===== config.mk =====
export PLATFORM = sky130hd
export DESIGN_NAME = alu_arbiter
export DESIGN_NICKNAME = d
export VERILOG_FILES = /design/src/rtl/alu_arbiter.sv
export SDC_FILE = /design/constraint.sdc
export NUM_CORES = 1
export LEC_CHECK = 0
export BUFFER_PORTS_ARGS = -buffer_cell sky130_fd_sc_hd__buf_2
export CORE_MARGIN = 2
export CORE_UTILIZATION = 59
export CTS_BUF_LIST = sky130_fd_sc_hd__clkbuf_2
export DETAILED_ROUTE_END_ITERATION = 16
export PLACE_DENSITY = 0.87
export SLEW_MARGIN = 5
export SYNTH_ARGS = -nofsm -noshare
export SYNTH_HDL_FRONTEND = slang
export SYNTH_SLANG_ARGS = --single-unit

===== constraint.sdc =====
create_clock -name clk -period 11.3 [get_ports clk]
set_input_delay 0.565 -clock clk [delete_from_list [all_inputs] [get_ports clk]]
set_output_delay 0.565 -clock clk [all_outputs]
set_load 0.01 [all_outputs]

===== src/rtl/alu_arbiter.sv =====
// alu_arbiter: round-robin sharing of one registered-operand ALU among NREQ valid/ready requesters
module alu #(
  parameter int WIDTH = 32
) (
  input  logic [WIDTH-1:0] a,
  input  logic [WIDTH-1:0] b,
  input  logic [3:0]       op,
  output logic [WIDTH-1:0] y,
  output logic             carry,
  output logic             overflow,
  output logic             zero,
  output logic             negative
);
  logic             sub, arith;
  logic [WIDTH-1:0] bb;
  logic [WIDTH:0]   s;
  assign sub      = op == 4'h1;
  assign arith    = op[3:1] == 3'd0;
  assign bb       = sub ? ~b : b;
  assign s        = {1'b0, a} + {1'b0, bb} + {{WIDTH{1'b0}}, sub};
  assign y        = arith ? s[WIDTH-1:0] : op == 4'h2 ? a & b : op == 4'h3 ? a | b : op == 4'h4 ? a ^ b : a;
  // SUB carry is the adder carry-out, i.e. 1 means no borrow
  assign carry    = arith & s[WIDTH];
  assign overflow = arith & (a[WIDTH-1] == bb[WIDTH-1]) & (y[WIDTH-1] != a[WIDTH-1]);
  assign zero     = ~|y;
  assign negative = y[WIDTH-1];
endmodule

module alu_arbiter #(
  parameter  int WIDTH = 32,
  parameter  int NREQ  = 4,
  localparam int IDW   = $clog2(NREQ)
) (
  input  logic                  clk,
  input  logic                  rst_n,
  input  logic [NREQ-1:0]       req_valid,
  output logic [NREQ-1:0]       req_ready,
  input  logic [NREQ*WIDTH-1:0] req_a,
  input  logic [NREQ*WIDTH-1:0] req_b,
  input  logic [NREQ*4-1:0]     req_op,
  output logic                  rsp_valid,
  input  logic                  rsp_ready,
  output logic [IDW-1:0]        rsp_id,
  output logic [WIDTH-1:0]      rsp_y,
  output logic                  rsp_carry,
  output logic                  rsp_overflow,
  output logic                  rsp_zero,
  output logic                  rsp_negative,
  output logic                  busy
);
  typedef enum logic [1:0] {IDLE, EXEC, RESP} state_t;
  state_t           state, state_nx;
  logic [IDW-1:0]   last, grant, idx, rid;
  logic             hit, arb, acc;
  logic [WIDTH-1:0] ra, rb, y;
  logic [3:0]       rop;
  logic             c, v, z, n;
  // walk downwards so the nearest requester after last wins
  always_comb begin
    idx   = '0;
    grant = last;
    for (int k = NREQ; k >= 1; k--) begin
      idx = IDW'((int'(last) + k) % NREQ);
      if (req_valid[idx]) grant = idx;
    end
  end
  assign hit       = |req_valid;
  assign arb       = state == IDLE || (state == RESP && rsp_ready);
  assign acc       = arb && hit;
  assign req_ready = acc ? NREQ'(1) << grant : '0;
  assign state_nx  = state == EXEC ? RESP : arb ? (hit ? EXEC : IDLE) : state;
  assign busy      = state != IDLE;
  alu #(.WIDTH(WIDTH)) u_alu (
    .a(ra), .b(rb), .op(rop), .y(y),
    .carry(c), .overflow(v), .zero(z), .negative(n)
  );
  always_ff @(posedge clk) begin
    if (!rst_n) begin
      state        <= IDLE;
      last         <= IDW'(NREQ - 1);
      ra           <= '0;
      rb           <= '0;
      rop          <= '0;
      rid          <= '0;
      rsp_valid    <= 1'b0;
      rsp_id       <= '0;
      rsp_y        <= '0;
      rsp_carry    <= 1'b0;
      rsp_overflow <= 1'b0;
      rsp_zero     <= 1'b0;
      rsp_negative <= 1'b0;
    end else begin
      state <= state_nx;
      if (acc) begin
        ra   <= req_a[int'(grant)*WIDTH +: WIDTH];
        rb   <= req_b[int'(grant)*WIDTH +: WIDTH];
        rop  <= req_op[int'(grant)*4 +: 4];
        rid  <= grant;
        last <= grant;
      end
      if (state == EXEC) begin
        rsp_valid    <= 1'b1;
        rsp_id       <= rid;
        rsp_y        <= y;
        rsp_carry    <= c;
        rsp_overflow <= v;
        rsp_zero     <= z;
        rsp_negative <= n;
      end else if (arb) rsp_valid <= 1'b0;
    end
  end
endmodule


# After elaboration in Yosys (flattened, before gate mapping)

Index checks and enable logic that the tools add are counted.
W data, S select, Z words.

Memory bits (writable): 0
Memories: 0
ROM bits: 0
Flip-flop bits (word level): 113
Bits of input ports: 279
Logic and storage cells: 78
Output and inout port bits: 44
Latch bits: 0

Divide/modulo/power cells: 0
Reduce and logical (&&, ||, !) cells: 11
Bitwise gates (word level): 8
Order comparisons: 4
Multiply operators: 0
Eq/ne operators: 8
Shift operators: 4
Add/subtract/negate cells: 6
Multiplexer cells: 23

Operators with widths:

| cell                  | number |
|---|---|
| $shiftx A128 B8 Y32   | 2 |
| $mux W32              | 5 |
| $add A32 B32 Y33      | 1 |
| $add A33 B1 Y33       | 1 |
| $and A32 B32 Y32      | 1 |
| $not A32 Y32          | 1 |
| $or A32 B32 Y32       | 1 |
| $reduce_or A32 Y1     | 1 |
| $xor A32 B32 Y32      | 1 |
| $shiftx A16 B5 Y4     | 1 |
| $lt A2 B3 Y1 const B  | 4 |
| $mux W2               | 6 |
| $bmux W1 S2           | 4 |
| $eq A4 B2 Y1 const B  | 2 |
| $mux W1               | 7 |
| $add A2 B1 Y2 const B | 2 |
| $add A2 B2 Y2 const B | 2 |
| $eq A4 B1 Y1 const B  | 1 |
| $eq A4 B3 Y1 const B  | 1 |
| $mux W4               | 1 |
| $reduce_bool A2 Y1    | 2 |
| $reduce_or A4 Y1      | 1 |
| $shl A1 B2 Y4 const A | 1 |
| $and A1 B1 Y1         | 3 |
| 11 further kinds      | 12 |

# Depth between registers and ports, before layout

Depth in word-level cells: 9
Gate-level depth with buffers: 20
Gate-level depth less buffers: 15

# Hierarchy

A second synthesis with hierarchy kept.

Cells, all modules: 1358
Area, all modules: 10105.9 sq um

Modules (own cells, without submodules):

| module      | cells each | area each (sq um) | sequential area each (sq um) | times used |
|---|---|---|---|---|
| alu_arbiter | 673        | 5594.1            | 2242.2                       | 1 |
| alu         | 685        | 4511.8            | 0.0                          | 1 |

# Least setup slack after synthesis

No wires, ideal clock.

Kind: flip-flop to flip-flop
Start point: register rop[0]
End point: register rsp_zero
Setup slack: 6806 ps
Library setup time: 69 ps
Data arrival time: 4425 ps
Stages on the path, launching flop included: 21
Required time: 11231 ps
Path buffers: 7
Period minus slack after synthesis: 4494 ps
Cells stage by stage: dfxtp_1 buf_2 buf_2 clkbuf_1 clkbuf_1 and2_1 clkbuf_1 buf_2 xnor2_1 ha_1 buf_2 a21o_1 a21o_1 o211ai_2 a31oi_1 a311o_1 a2111o_1 nand3_1 nor4b_1 nand4_1 o21ai_1

Longest elaborated chain between the ends: 7
Elaborated cells between the ends (all ways): 13
Those cells by class: add/sub (2); eq/ne (4); mux (5); reduce/logical (2)

RTL lines:

| item                                                | line   | text |
|---|---|---|
| from (decl)                                         | 56     | `logic [3:0] rop;` |
| from (signal assigned)                              | 97     | `rop <= req_op[int'(grant)*4 +: 4];` |
| $eq A4 B1 Y1 / $eq A4 B3 Y1 (equally long branches) | 17, 21 |  |
| $mux W32, on equally long branches                  | 19, 21 |  |
| $add A32 B32 Y33 / $mux W32 (equally long branches) | 20, 21 |  |
| $add A33 B1 Y33 / $mux W32 (equally long branches)  | 20, 21 |  |
| $mux W32 *                                          | 21     | `assign y = arith ? s[WIDTH-1:0] : op == 4'h2 ? a & b : op == 4'h3 ? a \| b : op == 4'h4 ? a ^ b : a;` |
| $reduce_or A32 Y1 *                                 | 25     | `assign zero = ~\|y;` |
| $logic_not A1 Y1 *                                  | 25     |  |
| to (signal assigned)                                | 107    | `rsp_zero <= z;` |
| to (decl)                                           | 47     | `output logic rsp_zero,` |

Mark *: on every way between the ends. The rest lies on a longest branch, timed or not.
A chain may end at the register's enable or synchronous reset.

# Final worst setup path

Start point: register rop[3]
End point: register rsp_zero

Same word-level chain as after synthesis.

==> metrics.cfg <==
[outcome]
status = completed

[clock_network]
numClockSinks = 111
clk_pin_slew_worst_paths_ps = 320
post_cts_hold_buffer_count = 0
cts_made_buffers = 9
htreeDepth = 3
cts_setup_buffers = 0
cts_tree = built
clk-insertion-delay-late_ps = 670
clk_path_buf_depth = 2
cts_root_buffer = clkbuf_2
cts_repair_resizes = 0

[sta]
finalSetupTns_ps = 0
grt_setup_unrepaired = false
period_needed_ps = 5300
worst-slew-pin-transition_ps = 1110
max-slew-margin-rel = 0.261
achievable-frequency_mhz = 189
hold_viol_final = 0
clock_skew_ps = 52.6
finalCritPeriodShare = 0.469
finalMaxSlewViolations = 0
setup-violations-final = 0
final.setup.worst_slack_ps = 6000

[place]
dpl_worst_slack_ps = 6230
port_buffers = 322
gpl.final_weighted_congestion = 1.01
postPlaceCellArea_sq_mm = 0.0122
hpwlAfterDp_microns = 29300

[layout]
layout_commonest_cell = buf_2
num-fill-cells = 1543
synthToLayoutAreaGrowth_pct = 16.3
finish.utilization = 0.694
fraction_of_final_layout_cells_with_drive_strength_greater_than_1 = 0.218
num-nets-final = 2114
final_cell_mix = buf_2, nand2_1, a21oi_1
finish.instance_area_sq_mm = 0.0123

[critical_path]
cpMaxStageDelayCell = and2_1
critPathMostFrequentCell = buf_4
cp_data_arrival_time_ps = 5940
crit_path_max_incr_delay_ps = 670
type_of_element_capturing_the_critical_path = flip-flop
timing_worst_setup_path_type = reg2reg
crit_path_max_fanout = 21
worstPathCellList = nor3_2, buf_4, and2_1, buf_4, xnor2_1, ha_1, a211oi_1, o21ai_0, or2_0, a311o_1, a21oi_1, mux2i_1, nor2_1, nor4_1, nand4_1, o21ai_1
worst_ep_required_time_ps = 11930
setup.worst_path.start_class = flip-flop

[grt]
first_global_vias = 10990
grtUsageTotal = 0.375
grt_remaining_overflow = 0
grt_pass1_wl_microns = 58000
number_of_antenna_violations_at_the_first_check_in_global_routing = 5
largest_net_degree_at_the_start_of_global_routing = 136

[yosys]
synth_seq_cells = 111
synth_edf_count = 0
synth_nets = 1888
synthesis_warnings = 0
syn_inst = 1511
unique_cell_type_count_in_the_yosys_netlist = 81
synth.yosys.seq_area_share = 0.209
postSynth.asyncResetShare = 0
synth-main-ff-cell = dfxtp_1
post_synth_instance_area_sq_mm = 0.0106
avgSynthCellArea_sq_um = 7.02

[route]
drtIter0Drc = 1050
wire_per_inst_microns = 19.0
via_per_inst = 6.16
post-route-drc-count = 0
detail_route.wirelength_microns = 37500
antenna_violating_nets_post_route = 0
dr_total_vias = 12163
drt-pass1-iter-count = 5

[min_path]
worst_hold_path_type = in2reg

[pwr]
ir_drop_v = 0.000135
power.density_cell_area_mw_per_mm2 = 187
power_leakage_nw = 5.55

[run]
drv.max_cap_violation_count = 0

[floorplanning]
io_pins = 323
initial_standard_cell_utilization_of_the_core = 0.597
dieHeight_microns = 138
fp.dieArea_sq_mm = 0.0191
row_count = 49
die_w_microns = 138
core_area_sq_mm = 0.0178

[where the power goes]
| group | total, mW | switching [mW] | internal (mW) |
|---|---|---|---|
| Sequential | 0.579 | 0.104 | 0.475 |
| Combinational | 1.54 | 0.964 | 0.575 |
| Clock | 0.192 | 0.140 | 0.0519 |
[per-layer routing]
| layer | GRT usage | vias up | routed length, microns |
|---|---|---|---|
| met3 | 0.0617 | 72 | 3520 |
| met2 | 0.587 | 598 | 16800 |
| li1 | - | 5842 | - |
| met4 | 0.148 | 0 | 1270 |
| met5 | 0 | - | 0 |
| met1 | 0.519 | 5651 | 16000 |
[layout make-up]
type,count,area (sq um),area share
Multi-Input combinational cell,1194,7650,0.620
Sequential cell,111,2220,0.180
Antenna cell,5,12.5,0.00101
Inverter,81,304,0.0246
Tap cell,229,287,0.0232
Clock inverter,6,70.1,0.00568
Clock buffer,9,45.0,0.00365
Timing Repair Buffer,340,1750,0.142
[cells in the mapped netlist, types with 5 or more instances]
master	number	area [sq um]
xor2_1	8	70.1
nand3_1	14	70.1
clkbuf_1	108	405
a311oi_1	70	613
xnor2_1	41	359
nand4_1	13	81.3
a21oi_1	151	756
inv_1	80	300
a21o_1	15	113
o21a_1	7	52.6
dfxtp_1	111	2220
or3_1	7	43.8
a31oi_1	8	50.1
o21ai_0	52	260
nor3_1	22	110
o22ai_1	8	50.1
ha_1	97	1210
nor4_1	6	37.5
o21bai_1	7	52.6
nor2b_1	11	68.8
a221oi_1	5	43.8
nand2_1	234	878
and2_1	71	444
o211ai_1	18	135
or2_2	5	31.3
nor2_1	142	533
and3_1	9	56.3
a211oi_1	81	608
o221ai_1	6	52.6
buf_1	5	18.8
mux2i_1	10	100
nand2b_1	6	37.5
buf_2	10	50.1
[stage by stage]
step,hold slack (ps),instances,power (mW)
global route,173,1975,2.48
CTS,157,1970,2.27
detailed placement,443,1955,2.08
finish,174,1975,2.31
global placement,439,1955,2.05
floorplan,429,1511,1.65
[cell families (layout without fill, tap and decap cells)]
logic type | Yosys count | in the layout | synth area share
other | 0 | 5 | 0
buffers and inverters | 206 | 436 | 0.0751
adders and majority gates | 98 | 98 | 0.116
AOI/OAI and AO/OA | 472 | 472 | 0.303
DFF | 111 | 111 | 0.209
xor gates and xnor gates | 49 | 49 | 0.0404
muxes | 11 | 11 | 0.0105
and+or+nand+nor | 564 | 564 | 0.245
[state kept, by name (all words and copies together) (netlist names)]
register      flops
rsp_y            32
rsp_zero          1
rop               4
rsp_overflow      1
rsp_valid         1
state             1
rsp_carry         1
rid               2
last              2
rsp_id            2
ra               32
rb               32
[worst paths after layout]
path / start / endpoint / slack [ps] / cells past startpoint
min: rst_n / last[0] / 170 / 2
max: rop[3] / rsp_zero / 6000 / 16
min reg2reg: rsp_y[17] / rsp_y[17] / 470 / 2
max reg2reg: rop[3] / rsp_zero / 6000 / 16
[worst max-delay path: cells and delay by family, from the launching register on]
family	cells	cell delay (ps)
and+or+nand+nor	6	1800
AOI/OAI and AO/OA	5	1340
buffers and inverters	2	770
DFF	1	590
adders and majority gates	1	410
muxes	1	220
xor gates and xnor gates	1	110
Power figures use the tool's default switching activity.
